## src/rtl/de_hazard_ctrl.sv

```systemverilog
// Decode/execute hazard controller: stalls D on data or md-unit hazards, flushes D/E.
// Optional md-unit scheduling is compiled in with the macro MD_UNIT_EN.
module de_hazard_ctrl #(
   parameter int MULT_CYCLES = 5,
   parameter int DIV_CYCLES  = 10,
   parameter int CNT_W       = 4
) (
   input  logic        clk,
   input  logic        reset,
   input  logic [4:0]  d_rs_addr,
   input  logic [4:0]  d_rt_addr,
   input  logic [1:0]  d_rs_tuse,
   input  logic [1:0]  d_rt_tuse,
   input  logic [4:0]  e_wa,
   input  logic [1:0]  e_tnew,
   input  logic [4:0]  m_wa,
   input  logic [1:0]  m_tnew,
   input  logic        d_is_md,
   input  logic        e_md_start,
   input  logic        e_md_div,
   output logic        pc_en,
   output logic        fd_en,
   output logic        de_flush,
   output logic        md_busy,
   output logic [31:0] stall_count
);

   localparam logic [1:0]       TUSE_NONE = 2'd3;
   localparam logic [CNT_W-1:0] MULT_LOAD = CNT_W'(MULT_CYCLES);
   localparam logic [CNT_W-1:0] DIV_LOAD  = CNT_W'(DIV_CYCLES);

   // A source is hazardous when a younger-needed value is produced too late by E or M.
   function automatic logic src_hazard(
      input logic [4:0] addr,
      input logic [1:0] tuse,
      input logic [4:0] ewa,
      input logic [1:0] etnew,
      input logic [4:0] mwa,
      input logic [1:0] mtnew
   );
      logic e_hit;
      logic m_hit;
      e_hit = (addr == ewa) && (tuse < etnew);
      m_hit = (addr == mwa) && (tuse < mtnew);
      return (addr != 5'd0) && (tuse != TUSE_NONE) && (e_hit || m_hit);
   endfunction

   logic rs_hazard;
   logic rt_hazard;
   logic md_hazard;
   logic stall;

   // NOTE: every always_comb output gets a default first so no path can infer a latch.
   always_comb begin
      rs_hazard = 1'b0;
      rt_hazard = 1'b0;
      stall     = 1'b0;
      rs_hazard = src_hazard(d_rs_addr, d_rs_tuse, e_wa, e_tnew, m_wa, m_tnew);
      rt_hazard = src_hazard(d_rt_addr, d_rt_tuse, e_wa, e_tnew, m_wa, m_tnew);
      stall     = rs_hazard | rt_hazard | md_hazard;
   end

   assign pc_en    = ~stall;
   assign fd_en    = ~stall;
   assign de_flush = stall;

`ifdef MD_UNIT_EN
   typedef enum logic {MD_IDLE, MD_BUSY} md_state_t;

   md_state_t        md_state;
   logic [CNT_W-1:0] md_cnt;
   logic             md_busy_q;

   // NOTE: sequential state uses non-blocking assignments so every flop samples pre-edge values.
   always_ff @(posedge clk) begin
      if (reset) begin
         md_state  <= MD_IDLE;
         md_cnt    <= '0;
         md_busy_q <= 1'b0;
      end else begin
         case (md_state)
            MD_IDLE: begin
               if (e_md_start) begin
                  md_cnt    <= e_md_div ? DIV_LOAD : MULT_LOAD;
                  md_state  <= MD_BUSY;
                  md_busy_q <= 1'b1;
               end
            end
            MD_BUSY: begin
               // A start arriving while busy is dropped; the pipeline never issues one.
               md_cnt <= md_cnt - CNT_W'(1);
               if (md_cnt == CNT_W'(1)) begin
                  md_state  <= MD_IDLE;
                  md_busy_q <= 1'b0;
               end
            end
            default: begin
               md_state  <= MD_IDLE;
               md_cnt    <= '0;
               md_busy_q <= 1'b0;
            end
         endcase
      end
   end

   assign md_hazard = d_is_md & (md_busy_q | e_md_start);
   assign md_busy   = md_busy_q;
`else
   logic unused_md;
   assign unused_md = ^{d_is_md, e_md_start, e_md_div, MULT_LOAD, DIV_LOAD};
   assign md_hazard = 1'b0;
   assign md_busy   = 1'b0;
`endif

   always_ff @(posedge clk) begin
      if (reset) begin
         stall_count <= '0;
      end else if (stall && (stall_count != 32'hFFFF_FFFF)) begin
         stall_count <= stall_count + 32'd1;
      end
   end

endmodule
```

## config.mk

```make
export PLATFORM = sky130hd
export DESIGN_NAME = de_hazard_ctrl
export DESIGN_NICKNAME = d
export VERILOG_FILES = /design/src/rtl/de_hazard_ctrl.sv
export SDC_FILE = /design/constraint.sdc
export NUM_CORES = 1
export LEC_CHECK = 0
export ABC_AREA = 1
export BUFFER_PORTS_ARGS = -buffer_cell sky130_fd_sc_hd__buf_2
export CORE_MARGIN = 2
export CORE_UTILIZATION = 50
export DETAILED_ROUTE_END_ITERATION = 10
export PLACE_DENSITY = 0.81
export SLEW_MARGIN = 20
export SYNTH_ARGS = -nofsm -noshare
export SYNTH_HDL_FRONTEND = slang
export SYNTH_SLANG_ARGS = --single-unit
```

## constraint.sdc

```tcl
create_clock -name clk -period 2.5 [get_ports clk]
set_input_delay 0.5 -clock clk [delete_from_list [all_inputs] [get_ports clk]]
set_output_delay 0.5 -clock clk [all_outputs]
set_load 0.005 [all_outputs]
```

==> results list <==
- Across all register-to-register paths, the minimum setup slack is around 0.5 ns.
- For this run, the number of standard cells in the final layout without fillers is 607.
- Category of cells accounting for the largest share of critical-path delay: simple AND/OR/NAND/NOR gates
- A synthesized cell averages just under 6 µm².
* Clock latency of the later-clocked register in the worst-skew pair: slightly below 0.3 ns
- Number of flip-flops and latches in the synthesized netlist: 32
* Proportion of power drawn by the clock network: 0.440
* Area added between synthesis and finish: 17.6%
- Top cell type's share of synthesized area: 0.234
* Peak VDD IR: roughly 0.18 mV
* Setup repair after global routing missed its margin: false
- Derived from the worst setup path, the maximum achievable clock frequency is between 400 and 500 MHz.
- Wire length per cell after detailed routing: roughly 11 µm
- For the worst setup path, the data required time is about 2.0 ns.
* Slowest cell on crit path: ha_1
* Via density per instance: about 5.0
* Placement Rows: 26
* Buffer depth of the longest clock path: 2
- Clock tree synthesis inserted a total of 5 buffers.
- Highest-count cells in the layout ignoring fill and taps: nand2_1, nor2_1, buf_2
- Power comes to 1.26 mW.
- Hold is met by 0.463 ns.
- Cell internal power was estimated by the tool at between 0.9 and 1 mW.
* Max capacitance violation total: 0
- Pin count of the biggest net entering global routing: 35
- Once layout is done, the placed cells without fillers occupy 0.00321 mm².
- After global routing, the most crowded layer is met2.
- For met3 alone, demand over resource in global routing was 0.0314.
- Post-route antenna net violation count: 0
- Of all nets on the critical path, the largest fanout is 4.
* Pwr Density: between 300 and 400 mW/mm²
- Switching power: between 0.3 and 0.4 mW
* Final #Nets: 574
- Worst setup margin: approximately 0.39 ns
- Clock Sinks: 32
* Total DRC errors in the routed layout: 0
- Setup Viol. Count Final: 0
- Post-place setup slack: roughly 0.27 ns
* Fin. max-slew vios: 0
- The floorplan step set the die width to approximately 78 µm.
- Global route total overflow: 0
* Worst min-delay path category: in2reg
- The initial utilization of the core area, before any placement, comes to 0.525.
* Wire length of the first global-routing pass: about 11000 µm
- Startpoint Class: primary input
- The via count of the first global-routing pass was roughly 2700.
- Met2 usage in global routing: 0.412
- Routability cong.: roughly 0.91
* Gates resized, CTS repair: 0
- For this run, global-route usage on met1 was measured as 0.272.
- Post-synthesis sequential area ratio: 0.234
- The die is a little under 80 µm tall.
- The register with the most flip-flops in the layout has 32 of them.
* Worst setup skew after layout: around 0.0074 ns
* Cell breakdown of the critical path: buf_2, ha_1, a21boi_0, nor2_1, nand3_1, nand2_1, nand2_1, nand2_2, inv_1, buf_2
- The number of different library cells used by synthesis comes to 30.
* Aggregate negative setup slack: 0 ns
* Syn Std Cell Area: between 0.002 and 0.003 mm²
- The flow ran to the end, and the final reports show no timing, DRC or antenna violations.
* Starting DRT DRC Count: between 150 and 200
- Gate count of the mapped netlist: about 470
- Sw Share: 0.255
- The number of placed instances, taps included, is around 600.
- Clock-pin slew was measured on the worst setup and hold paths at ~0.070 ns.
- # H-tree levels: 2
* Number of inserted diodes: 0
- Most common library cell in the layout ignoring fill and taps: nand2_1
* Arrival time at the worst endpoint: approximately 1.6 ns
- The number of nets handed over by synthesis was 512.
* Clock root cell: clkbuf_8
- Proportion of power drawn by flip-flops and latches: 0.418
* IO buf count: 64
* Standard cell core area: 0.00520 mm²
* Setup fix buffers added after clock tree synthesis: 0
- On the worst path, the slowest cell contributes a delay of 0.27 ns.
- Of all cell types, the one taking the most synthesized area is dfxtp_1.
- Via count: about 3100
- Period Utilization, post-route: 0.843
* Number of buffers inserted by hold repair at cts: 0
* Buffers and inverters on the worst path: 3
- Clock tree from TritonCTS: yes
- The pre-antenna-repair detailed-routing pass consisted of 4 iterations.
- Total global routing track utilization: 0.224
- Fraction of layout instances using a drive strength above 1: 0.238
- Area contributors post-synth: dfxtp_1, nand2_1, nor2_1
- Part of the total power dissipated in combinational logic: 0.142
* Type of destination of the critical path: output port
- Register name with the most flops: stall_count
* # IOs: about 70
* Post-detail-place hpwl: a little over 5000 µm
- For this run, the number of Yosys warnings is 0.
- Core utilization of the finished layout: 0.618
- The floorplan step defined a die boundary enclosing slightly above 0.006 mm².
- The total count of hold-check failures in the final report is 0.
- In this run the cell area measured after placement is between 0.003 and 0.004 mm².
- Leading registers by flop count: stall_count x32
- Antenna violations before repair: 0
* WL final: 6700 µm
* Total leakage power: 1.71 nW
- Final critical-path required period: 2.11 ns
* Critical path type: in2out
synth_stat cells:
cell type	n
nand2_1	143
nor2_1	73
inv_1	62
nand3_1	35
dfxtp_1	32
a21oi_1	26
inv_2	16
nand2_2	12
nand3_2	12
buf_2	8
o21ai_0	7
nand4_1	6
ha_1	5
nor2_4	5
nor3_1	5
nor2_2	4
xor2_1	4
a21boi_0	2
buf_4	2
buf_6	2
nand3b_1	2
nor4_1	2
o21bai_1	2
clkinv_1	1
conb_1	1
nand2_4	1
nand4_4	1
nor2_8	1
nor3b_1	1
xnor2_1	1
worst paths after layout:
path                                                   from                           end  cells after the start
worst min register to register  stall_count[1]$_SDFFE_PP0P_   stall_count[1]$_SDFFE_PP0P_                      2
worst max register to register  stall_count[0]$_SDFFE_PP0P_   stall_count[5]$_SDFFE_PP0P_                     10
worst min-delay path                                  reset  stall_count[31]$_SDFFE_PP0P_                      2
worst max-delay path                           d_rs_tuse[1]                         fd_en                     10
worst reg2reg max path: cells and delay by family (launching register included):
kind                       cells  cell delay, ns
and+or+nand+nor                7            1.09
buffers and inverters          1            0.07
DFF                            1            0.40
AOI/OAI and AO/OA              1            0.14
adders and majority gates      1            0.21
metal layers:
| layer | routed length [µm] | up-vias |
|---|---|---|
| li1 | - | 1577 |
| met1 | 2970 | 1384 |
| met2 | 3340 | 83 |
| met3 | 312 | 8 |
| met4 | 69 | 0 |
| met5 | 0 | - |
logic make-up after synthesis:
kind of cell,synth area share
compound gates,0.0714
flops,0.234
fa+ha+maj,0.0229
xor+xnor,0.0160
other cells,0.00137
buf+inv,0.137
simple gates,0.517
power groups by stage:
stage	combinational (mW)	sequential, mW	clock, mW
after CTS	0.179	0.526	0.561
after detailed placement	0.178	0.537	0
final	0.179	0.526	0.555
after global placement	0.172	0.538	0
after floorplan	0.112	0.537	0
after global routing	0.206	0.527	0.581
layout make-up:
type / instances / area [µm²]
Clock buffer: 7 / 96.3
Clock inverter: 1 / 30.0
Fill cell: 527 / 1990
Inverter: 79 / 297
Multi-Input combinational cell: 351 / 1720
Sequential cell: 32 / 641
Tap cell: 70 / 87.6
Timing Repair Buffer: 67 / 343
Power figures use the tool's default switching activity.
